<file path="src/rtl/rll27_serial_encoder.sv">
// rll27_serial_encoder
// Serial (2,7) run-length-limited channel encoder. User words are appended
// MSB-first to a pending bit buffer, parsed with the (2,7) prefix table and
// streamed out one channel bit per clock, optionally NRZI-modulated.
//
// Ports:
//   clk_i         single clock, all logic on the rising edge
//   rst_i         synchronous active-high reset
//   data_i        user data word, MSB transmitted first
//   data_valid_i  data_i is valid
//   data_ready_o  a word can be accepted this cycle (registered)
//   flush_i       pulse: zero-pad the residual bits and terminate the stream
//   nrzi_en_i     1 = line_o is NRZI, 0 = line_o follows code_o
//   code_o        current NRZ channel bit
//   code_valid_o  code_o / line_o carry a channel bit this cycle
//   line_o        line level driven to the medium
//   busy_o        buffer, shifter or output stage holds pending bits
module rll27_serial_encoder #(
    parameter int DATA_W = 8,
    parameter int BUF_W  = 2 * DATA_W
) (
    input  logic              clk_i,
    input  logic              rst_i,
    input  logic [DATA_W-1:0] data_i,
    input  logic              data_valid_i,
    output logic              data_ready_o,
    input  logic              flush_i,
    input  logic              nrzi_en_i,
    output logic              code_o,
    output logic              code_valid_o,
    output logic              line_o,
    output logic              busy_o
);

    localparam int               CNT_W     = $clog2(BUF_W + 1);
    localparam logic [CNT_W-1:0] MAX_FILL  = CNT_W'(BUF_W - DATA_W);
    localparam logic [CNT_W-1:0] WORD_BITS = CNT_W'(DATA_W);

    // Pending bits are left-aligned: pend_q[BUF_W-1] is the oldest bit and
    // every position at or below the fill level is kept at zero. That zero
    // tail doubles as the flush padding, so a flushed residual is parsed by
    // simply ignoring the "enough bits buffered" condition.
    logic [BUF_W-1:0] pend_q;
    logic [BUF_W-1:0] pend_shift;
    logic [BUF_W-1:0] pend_d;
    logic [BUF_W-1:0] word_ext;
    logic [CNT_W-1:0] cnt_q;
    logic [CNT_W-1:0] cnt_rem;
    logic [CNT_W-1:0] cnt_d;
    logic             flush_q;
    logic             flush_d;

    logic [7:0]       sh_q;
    logic [7:0]       sh_d;
    logic [3:0]       sh_cnt_q;
    logic [3:0]       sh_cnt_d;

    logic [3:0]       head;
    logic [2:0]       pat_len;
    logic [CNT_W-1:0] pat_len_w;
    logic [CNT_W-1:0] take;
    logic [7:0]       cw;
    logic [3:0]       cw_len;
    logic             match;
    logic             load;
    logic             accept;
    logic             emit;
    logic             bit_out;

    // Prefix parser: look at the four oldest buffered bits and pick the
    // matching table entry. Codewords are returned left-aligned in 8 bits.
    always_comb begin
        head    = pend_q[BUF_W-1 -: 4];
        pat_len = 3'd2;
        cw      = 8'b0100_0000;
        cw_len  = 4'd4;
        if (head[3]) begin
            pat_len = 3'd2;
            cw_len  = 4'd4;
            cw      = head[2] ? 8'b1000_0000 : 8'b0100_0000;
        end else begin
            case (head[2:1])
                2'b00: begin
                    pat_len = 3'd3;
                    cw_len  = 4'd6;
                    cw      = 8'b0001_0000;
                end
                2'b10: begin
                    pat_len = 3'd3;
                    cw_len  = 4'd6;
                    cw      = 8'b1001_0000;
                end
                2'b11: begin
                    pat_len = 3'd3;
                    cw_len  = 4'd6;
                    cw      = 8'b0010_0000;
                end
                default: begin
                    pat_len = 3'd4;
                    cw_len  = 4'd8;
                    cw      = head[0] ? 8'b0000_1000 : 8'b0010_0100;
                end
            endcase
        end
    end

    // Next-state logic. The shifter reloads when empty or while its last bit
    // moves to the output stage, which keeps codewords back-to-back. The
    // buffer first loses the consumed prefix and then gains the new word,
    // so a word and a flush in the same cycle pad after that word.
    always_comb begin
        pat_len_w = CNT_W'(pat_len);
        match     = (cnt_q != '0) && ((pat_len_w <= cnt_q) || flush_q);
        load      = match && (sh_cnt_q <= 4'd1);
        take      = '0;
        if (load) begin
            take = (pat_len_w <= cnt_q) ? pat_len_w : cnt_q;
        end

        accept     = data_valid_i && data_ready_o;
        pend_shift = pend_q << take;
        cnt_rem    = cnt_q - take;
        word_ext   = {data_i, {(BUF_W - DATA_W){1'b0}}};
        pend_d     = pend_shift;
        cnt_d      = cnt_rem;
        if (accept) begin
            pend_d = pend_shift | (word_ext >> cnt_rem);
            cnt_d  = cnt_rem + WORD_BITS;
        end

        // A flush only means something while there are bits to terminate;
        // it stays armed until the padded residual has been consumed.
        flush_d = (flush_q || flush_i) && (cnt_d != '0);

        emit    = (sh_cnt_q != 4'd0);
        bit_out = emit && sh_q[7];
        sh_d     = sh_q;
        sh_cnt_d = sh_cnt_q;
        if (load) begin
            sh_d     = cw;
            sh_cnt_d = cw_len;
        end else if (emit) begin
            sh_d     = sh_q << 1;
            sh_cnt_d = sh_cnt_q - 4'd1;
        end
    end

    // State and registered outputs. Acceptance is held off while a flush is
    // armed so the residual being padded cannot be extended by a later word.
    always_ff @(posedge clk_i) begin
        if (rst_i) begin
            pend_q       <= '0;
            cnt_q        <= '0;
            flush_q      <= 1'b0;
            sh_q         <= 8'd0;
            sh_cnt_q     <= 4'd0;
            code_o       <= 1'b0;
            code_valid_o <= 1'b0;
            line_o       <= 1'b0;
            busy_o       <= 1'b0;
            data_ready_o <= 1'b1;
        end else begin
            pend_q       <= pend_d;
            cnt_q        <= cnt_d;
            flush_q      <= flush_d;
            sh_q         <= sh_d;
            sh_cnt_q     <= sh_cnt_d;
            code_o       <= bit_out;
            code_valid_o <= emit;
            line_o       <= nrzi_en_i ? (line_o ^ bit_out) : bit_out;
            busy_o       <= (cnt_d != '0) || (sh_cnt_d != 4'd0) || emit;
            data_ready_o <= (cnt_d <= MAX_FILL) && !flush_d;
        end
    end

endmodule
</file>
<file path="config.mk">
export PLATFORM = sky130hd
export DESIGN_NAME = rll27_serial_encoder
export DESIGN_NICKNAME = d
export VERILOG_FILES = /design/src/rtl/rll27_serial_encoder.sv
export SDC_FILE = /design/constraint.sdc
export NUM_CORES = 1
export LEC_CHECK = 0
export ABC_AREA = 1
export CAP_MARGIN = 15
export CORE_ASPECT_RATIO = 0.75
export CORE_UTILIZATION = 60
export DETAILED_ROUTE_END_ITERATION = 7
export GPL_TIMING_DRIVEN = 0
export HOLD_SLACK_MARGIN = 0.06
export PLACE_DENSITY = 0.81
export SYNTH_ARGS = -nofsm -noshare
export SYNTH_HDL_FRONTEND = slang
export SYNTH_SLANG_ARGS = --single-unit
</file>
<file path="constraint.sdc">
create_clock -name clk_i -period 4.4 [get_ports clk_i]
set_input_delay 1.32 -clock clk_i [delete_from_list [all_inputs] [get_ports clk_i]]
set_output_delay 1.32 -clock clk_i [all_outputs]
set_load 0.02 [all_outputs]
</file>
* Word level (Yosys, flattened, before mapping)
Cells that the tools add are included.
Word-level totals: register bits after elaboration 39, input bits 13, word-level logic and storage cells 57, output and inout bits 5
Operators by class: reductions and logical operators 18, bitwise operators 2, add/sub/neg operators 3, mux-type cells 17, magnitude comparators 3, equal/unequal tests 2, shift operators 2
Operator list (count):
- 8-bit 2-to-1 mux | 4
- 8-bit one-hot mux with 3 select lines | 1
- 16-bit 2-to-1 mux | 1
- 4-bit 2-to-1 mux | 4
- 16-bit OR | 1
- 16-bit by 5-bit left shift with 16-bit output | 1
- 16-bit by 5-bit >> shifter with 16-bit output | 1
- 5-bit 2-to-1 mux | 3
- 5-bit nonzero test | 2
- 4-bit nonzero test | 2
- 1-bit logical AND | 6
- 3-bit 2-to-1 mux | 2
- 6-bit 2-to-1 mux | 1
- 5-bit by 4-bit adder with 5-bit output (second input constant) | 1
- 3-bit by 5-bit less-or-equal comparator with 1-bit output | 1
- 5-bit by 4-bit less-or-equal comparator with 1-bit output (second input constant) | 1
- 5-bit subtractor | 1
- 2-bit == test (second input constant) | 2
- 4-bit by 1-bit less-or-equal comparator with 1-bit output (second input constant) | 1
- 1-bit logical OR | 4
- 4-bit by 1-bit subtractor with 4-bit output (second input constant) | 1
- 3-bit OR reduction | 1
- 2-bit logical NOT | 1
- 2-bit nonzero test | 1
- other kinds (3) | 3

* Logic depth before layout (Yosys ltp)
Gate-level depths: netlist of run 1.
depth after elaboration 16, mapped depth 29, gate-level depth less buffers 28

* Least setup slack after synthesis of run 1
Ideal clock, no wire load.
path kind register to register, start point register pend_q[14], end point register pend_q[5], path slack 0.811 ns, arrival time 3.461 ns, period minus slack after synthesis 3.589 ns, stages on the path, launching flop included 22, cells stage by stage dfxtp_1 -> inv_1 -> nand2_1 -> nor2_2 -> inv_1 -> ha_1 -> nand2_1 -> nand3b_2 -> nand3_1 -> nand2_2 -> nand2_4 -> buf_6 -> inv_1 -> ha_1 -> fa_1 -> xnor2_1 -> buf_2 -> nor2_1 -> a22oi_1 -> nand2_1 -> nor2_1 -> nor2_1
Between the ends: cells in the longest elaborated chain, start to end 13
RTL lines:
- start, declared | line 43 | logic [BUF_W-1:0] pend_q;
- start signal, assigned | line 163 | pend_q <= pend_d;
- 2-bit == test or 2-bit logical NOT (tied branches) | line 82 | case (head[2:1])
- 3-bit OR reduction (no line)
- 3-bit 2-to-1 mux | line 82
- 3-bit 2-to-1 mux | line 77 | if (head[3]) begin
- 3-bit by 5-bit less-or-equal comparator with 1-bit output | line 113, 117
- 1-bit logical OR | line 113 | match = (cnt_q != '0) && ((pat_len_w <= cnt_q) || flush_q);
- 1-bit logical AND | line 113
- 1-bit logical AND | line 114 | load = match && (sh_cnt_q <= 4'd1);
- 5-bit 2-to-1 mux | line 116 | if (load) begin
- 5-bit subtractor | line 122 | cnt_rem = cnt_q - take;
- 16-bit by 5-bit >> shifter with 16-bit output | line 127 | pend_d = pend_shift | (word_ext >> cnt_rem);
- 16-bit OR | line 127
- 16-bit 2-to-1 mux (*) | line 126 | if (accept) begin
Mark *: on every way between the ends. The rest lies on a longest branch, timed or not. A chain may end at the register's enable or synchronous reset.

* Worst setup path after layout of run 1
start point register pend_q[14], end point register pend_q[12]
The elaborated chain is that of the path after synthesis.

==> results of run 1 <==
-- cell type report --
| type | instances | area, µm² |
|---|---|---|
| Clock buffer | 6 | 82.6 |
| Tap cell | 57 | 71.3 |
| Inverter | 57 | 221 |
| Buffer | 14 | 101 |
| Clock inverter | 1 | 7.51 |
| Fill cell | 386 | 1320 |
| Multi-Input combinational cell | 316 | 1740 |
| Timing Repair Buffer | 18 | 178 |
| Sequential cell | 37 | 741 |
-- timing repair --
action	CTS	global route
endpoints found under the setup margin	0	18
resized for setup	0	3
setup buffers	0	1
endpoints found under the hold margin	0	0
-- worst min-delay path by stage --
stage	to	slack, ns
detailed placement	sh_q[2]	0.46
global route	sh_q[2]	0.49
CTS	sh_q[2]	0.47
finish	sh_q[2]	0.47
global placement	sh_q[2]	0.45
floorplan	sh_q[2]	0.44
-- sequential cells by signal, indices dropped and copies added (netlist names) --
register,flops
code_valid_o,1
line_o,1
sh_q,6
flush_q,1
cnt_q,5
busy_o,1
sh_cnt_q,4
code_o,1
pend_q,16
data_ready_o,1
-- per-layer routing --
| layer | GRT usage (%) | up-vias | wire length [µm] |
|---|---|---|---|
| met5 | 0 | - | 0 |
| met4 | 12.8 | 0 | 155 |
| met3 | 5.63 | 15 | 601 |
| met2 | 48.4 | 126 | 3090 |
| met1 | 42.9 | 1329 | 3410 |
| li1 | - | 1455 | - |
-- placed cells by master, fill, tap and decap left out, types with 2 or more instances in the layout --
master	instances
nand3_1	95
nand2_1	89
inv_1	49
dfxtp_1	37
nor2_1	24
o21ai_0	22
clkdlybuf4s50_1	17
a21oi_1	16
ha_1	10
nand2_2	8
a31oi_1	7
inv_2	6
buf_2	6
clkbuf_8	6
buf_6	5
nand3_2	5
nor2_2	3
o21ai_1	3
nor3_1	3
xor2_1	3
mux2i_1	3
nand4_1	2
nor2_4	2
nand2_4	2
clkbuf_1	2
o21a_1	2
buf_4	2
-- tightest hold or removal path: stages (launching register included) --
cell and delay, ns:
dfxtp_1 0.32, nand2_1 0.06, a21oi_1 0.05
-- cell usage after synthesis (all sizes together) (2+ instances only) --
master	number
inv	57
nand3	101
nor2	30
nor3	4
buf	12
a31oi	7
dfxtp	37
nand4	2
clkbuf	3
xor2	4
mux2i	3
o21a	2
or2	2
a21oi	16
o21ai	25
ha	10
nand2	100
-- through the flow --
step | instances | hold slack (ns) | setup WS, ns | instance area (µm²) | util (%)
final | 506 | 0.475 | 0.262 | 3150 | 70.4
after floorplan | 425 | 0.436 | 0.811 | 2790 | -
after global placement | 499 | 0.449 | 0.176 | 3030 | 67.8
after CTS | 506 | 0.473 | 0.00700 | 3120 | 69.8
after global routing | 506 | 0.486 | 0.0477 | 3150 | 70.4
after detailed placement | 499 | 0.463 | 0.0677 | 3030 | 67.8
-- kinds of logic after synthesis --
kind of cell	after synthesis
other	1
AND/OR/NAND/NOR	241
multiplexers	3
XOR/XNOR	5
adder cells (fa/ha/maj)	11
AO/OA/AOI/OAI	55
buffers and inverters	72
flip-flops	37
==> impl_results.md, run 1 <==
* Sequential area share after synthesis at 26.6%
* # rows at 21
* Syn avg cell area at 6.56 µm²
* DRT iter0 DRCs at 289
* Crit path top cell by count: inv_1
* Nets at 473
* Yosys cell types at 44
* Clk buf depth at 2
* Hold Startpoint: sh_q[2]
* Overall routed net length at approximately 7300 µm
* Synth Area in Compound Gates at 11.0%
* Starting density of the core at 62.4%
* Reg2reg setup slack at approximately 0.26 ns
* TNS Setup at 0 ns
* P&R area growth vs syn at 12.9%
* ANT cells at 0
* Num CTS Buffers at 5
* Hold buffers post-CTS at 0
* Startpoint types: flip-flop
* Final hold vios at 0
* Worst setup path end: pend_q[12]
* Critical Path Stages at 23
* Via count at a little under 3000
* Crit path max-delay family: simple AND/OR/NAND/NOR gates
* Post-Synth Simple-Gate Area at ~42%
* Seq cells post-synth at 37
* Slowest stage cell, crit path: fa_1
* Pins Over Slew Limit at 0
* Clk_lat worst skew at 0.30 ns
* Period utilisation layout at 94.0%
* Xor and xnor area share after synthesis at 1.84%
* Warnings, synthesis at 0
* Worst Path Buf+Inv at 7
* CTS clk-pin slew, worst paths at 0.08 ns
* Slew headroom at between 60% and 70%
* Hold path depth at 2
* Yosys top cell area share at 26.6%
* CP startpoint: pend_q[14]
* Num Clock Sinks at 37
* H-tree depth at 2
* GRT Util Overall at ~31%
* DRT Pass-1 Iters at 5
* Worst r2r dst: pend_q[12]
* Largest family of logic cells by synthesized area: simple AND/OR/NAND/NOR gates
* Synth area leader: dfxtp_1
* Cells after Synth at 425
* WS Path Type: reg -> reg
* DIE WIDTH at a little over 80 µm
* Reg2reg path depth at 23
* Crit path cell chain: inv_1 -> nand2_1 -> nor2_4 -> inv_1 -> ha_1 -> nand2_1 -> nand3b_2 -> nand3_1 -> nand2_2 -> nand2_4 -> buf_6 -> inv_1 -> ha_1 -> fa_1 -> o21ai_1 -> xor2_2 -> buf_4 -> nor2_4 -> inv_1 -> or2_0 -> nand3_1 -> nand2_1 -> inv_1
* Max FO, Critical Path at 10
* Min Tclk post-route at ~4.1 ns
* Die height at around 61 µm
* Mapped Nets at 449
* DR WL/cell at 14.3 µm
* Post-Syn Area at 0.00279 mm²
* Clock Skew at 0.0105 ns
* Initial antenna violation count at 0
* Share of layout cells above drive strength 1 at 12.5%
* Ports at 18
* Max_cap viols at 0
* Critical Path RT at 4.65 ns
* Largest net degree at the start of global routing at 12
* Number of port buffers at 17
* Full die area at roughly 0.005 mm²
* Adder-cell share of the synthesized area at roughly 5.2%
* Post-DRT Antenna Nets at 0
* Status: completed
* Post-synth EDFFs at 0
* Post-synth ARST share at 0%
* Detailed Place HPWL at 5370 µm
* Ranking of synthesized cells by area: dfxtp_1, nand3_1, nand2_1, inv_1, ha_1
* Crit path largest cell delay at roughly 0.48 ns
* First-pass GRT wire length at 11400 µm
* Critical R2R Launch: pend_q[14]
* Final setup viols at 0
* Worst-Margin Slew at 0.586 ns
* Core ar. at roughly 0.0045 mm²
* Number of global-route vias before repair at roughly 2500
* DRC viols at 0
* Vias per inst at 5.78
* Post-synthesis mux area share at 1.08%
* Crit path arrival time at 4.38 ns
* Root buffer cell: clkbuf_8
* RePlAce Congestion at 1.00
* Synth Flop Type: dfxtp_1
* Worst hold path type: reg -> reg
* F_max at 0.242 GHz
* CTS tree: done
* Gr ovfl total at 0
* Setup crit end kind: flip-flop
* RSZ-0062 raised after global routing: false
Power of run 1 is not shown: default switching activity piles up to over one toggle a cycle in this logic, so the estimate is an artifact.
==> inputs of run 2 (changes only) <==
--- a/config.mk
+++ b/config.mk
@@ -10,6 +10,7 @@
 export CORE_ASPECT_RATIO = 0.75
 export CORE_UTILIZATION = 60
 export DETAILED_ROUTE_END_ITERATION = 7
+export GPL_ROUTABILITY_DRIVEN = 0
 export GPL_TIMING_DRIVEN = 0
 export HOLD_SLACK_MARGIN = 0.06
 export PLACE_DENSITY = 0.81
==> run 2 against run 1 <==
Utilization fell by 0.39 points. Via count up 0.79%. Non-clock buffer count is 1 lower. Final area decreased by 0.56%. Hold slack worse by 0.0074 ns. Setup slack worse by 0.025 ns. Critical path depth down 2. Register-to-register slack got worse by 0.03 ns.
==> impl_results.md, run 2 (synthesis results as in run 1) <==
* Crit path largest cell delay at 0.43 ns
* Critical R2R Launch: pend_q[13]
* Multi-input gate area at 0.00173 mm²
* Most frequent cells in the layout: nand3_1, nand2_1, inv_1
* DRT iter0 DRCs at between 200 and 300
* Sequential cell area at 741 µm²
* Status: completed
* DR WL/cell at around 14 µm
* DRT Pass-1 Iters at 5
* TNS Setup at 0 ns
* Worst-Margin Slew at 0.554 ns
* Largest Register: pend_q
* Crit path cell chain: nand2_1 -> nor2_2 -> inv_1 -> ha_1 -> nand2_1 -> nand3b_2 -> nand3_1 -> nand2_2 -> nand2_4 -> buf_6 -> inv_1 -> ha_1 -> fa_1 -> xnor2_2 -> buf_2 -> nand4_1 -> o21ai_0 -> nand3_1 -> nand3_1 -> nand2_1 -> inv_1
* Commonest non-fill, non-tap cell in the layout: nand3_1
* Period utilisation layout at 94.6%
* DIE WIDTH at roughly 81 µm
* Routed wire length on met3 at 640 µm
* H-tree depth at 2
* Pins Over Slew Limit at 0
* Crit path max-delay family: simple AND/OR/NAND/NOR gates
* Vias per inst at 5.83
* Clk buf depth at 2
* Startpoint types: flip-flop
* Post-DRT Antenna Nets at 0
* F_max at 0.240 GHz
* Met1 wire length at 3400 µm
* Reg2reg setup slack at 0.24 ns
* Clk_lat worst skew at around 0.3 ns
* WS Path Type: reg -> reg
* # fillers at just under 400
* Nets at 472
* Ports at 18
* Reg2reg path depth at 21
* Hold path depth at 2
* Worst Path Buf+Inv at 5
* Full die area at 0.00492 mm²
* GRT Util Overall at 30.6%
* Final setup viols at 0
* ANT cells at 0
* Detailed Place HPWL at 5380 µm
* Postcts setup bufs at 0
* Initial antenna violation count at 0
* Dpl cells at about 500
* CTS clk-pin slew, worst paths at 0.08 ns
* Min Tclk post-route at 4.16 ns
* Slowest stage cell, crit path: fa_1
* CTS tree: done
* Core ar. at 0.00447 mm²
* Worst hold path type: reg -> reg
* Num CTS Buffers at 5
* Crit path arrival time at ~4.4 ns
* Top flop regs: pend_q: 16 flops, sh_q: 6 flops, cnt_q: 5 flops
* Share of layout cells above drive strength 1 at 12.5%
* Clock Skew at 0.00796 ns
* Via count at 2948
* Number of global-route vias before repair at about 2400
* Starting density of the core at 62.4%
* First-pass GRT wire length at 11400 µm
* Largest register FFs at 16
* Worst r2r dst: pend_q[11]
* Gr ovfl total at 0
* Critical Path Stages at 21
* DRC viols at 0
* P&R area growth vs syn at 12.3%
* Critical Path RT at about 4.6 ns
* Setup crit end kind: flip-flop
* Worst setup path end: pend_q[11]
* Number of port buffers at 17
* Num Clock Sinks at 37
* Overall routed net length at around 7100 µm
* RSZ-0062 raised after global routing: false
* CP startpoint: pend_q[13]
* Largest net degree at the start of global routing at 13
* # rows at 21
* Max Used Layer: met4
* Max_cap viols at 0
* Die height at 61.0 µm
* Final hold vios at 0
* Metal2 WL at 2960 µm
* Slew headroom at 63.1%
* Fin cells at 506
* Root buffer cell: clkbuf_8
* Max FO, Critical Path at 10
[run 2: cell types whose count changed in the layout (fill, tap and decap cells not counted), sizes merged]
cell,change
clkinv,+2
clkinvlp,-1
buf,-1
[run 2: worst min-delay path by stage]
stage	end	slack, ns	start
floorplan	sh_q[2]	0.44	sh_q[2]
global placement	sh_q[2]	0.45	sh_q[2]
detailed placement	sh_q[2]	0.45	sh_q[2]
CTS	sh_q[2]	0.47	sh_q[2]
global route	sh_q[2]	0.50	sh_q[2]
finish	sh_q[2]	0.47	sh_q[2]
[run 2: layout make-up]
| cell class | count | share of cell area [%] |
|---|---|---|
| Inverter | 57 | 7.08 |
| Multi-Input combinational cell | 316 | 55.2 |
| Buffer | 14 | 3.24 |
| Clock buffer | 6 | 2.64 |
| Timing Repair Buffer | 17 | 5.44 |
| Sequential cell | 37 | 23.7 |
| Tap cell | 57 | 2.28 |
| Clock inverter | 2 | 0.440 |
[run 2: repair_timing]
action | 4_1_cts | 5_1_grt
setup endpoints to repair | 0 | 16
hold buffers | 0 | 0
gates resized for setup | 0 | 1
endpoints found under the hold margin | 0 | 0
[run 2: through the flow]
stage	instance area (µm²)	setup WS (ns)	utilization, %	hold WS, ns
after CTS	3120	0.117	69.9	0.471
after floorplan	2790	0.811	-	0.436
after global placement	3030	0.209	67.8	0.447
after detailed placement	3030	0.165	67.8	0.453
after global routing	3130	0.0146	70.0	0.499
final	3130	0.237	70.0	0.467
[run 2: worst reg2reg max path, delay by kind of cell (launching register included)]
family	cells	cell delay, ns
AOI/OAI and AO/OA	1	0.13
xor gates and xnor gates	1	0.41
DFF	1	0.41
and+or+nand+nor	11	1.58
buffers and inverters	5	0.64
adders and majority gates	3	0.93
[run 2: per-layer routing]
| layer | track usage, % | vias to the layer above |
|---|---|---|
| li1 | - | 1445 |
| met1 | 44.0 | 1338 |
| met2 | 45.4 | 146 |
| met3 | 6.96 | 19 |
| met4 | 9.69 | 0 |
| met5 | 3.00 | - |
Power of run 2 is left out for the same reason.
==> inputs of run 3 (changes only) <==
--- a/config.mk
+++ b/config.mk
@@ -9,6 +9,7 @@
 export CAP_MARGIN = 15
 export CORE_ASPECT_RATIO = 0.75
 export CORE_UTILIZATION = 60
+export CTS_BUF_LIST = sky130_fd_sc_hd__clkbuf_4 sky130_fd_sc_hd__clkbuf_8 sky130_fd_sc_hd__clkbuf_16
 export DETAILED_ROUTE_END_ITERATION = 7
 export GPL_ROUTABILITY_DRIVEN = 0
 export GPL_TIMING_DRIVEN = 0
==> results of run 3 <==
No change in the layout: final DEF, timing and power equal those of run 2.
Power of run 3 is left out for the same reason.
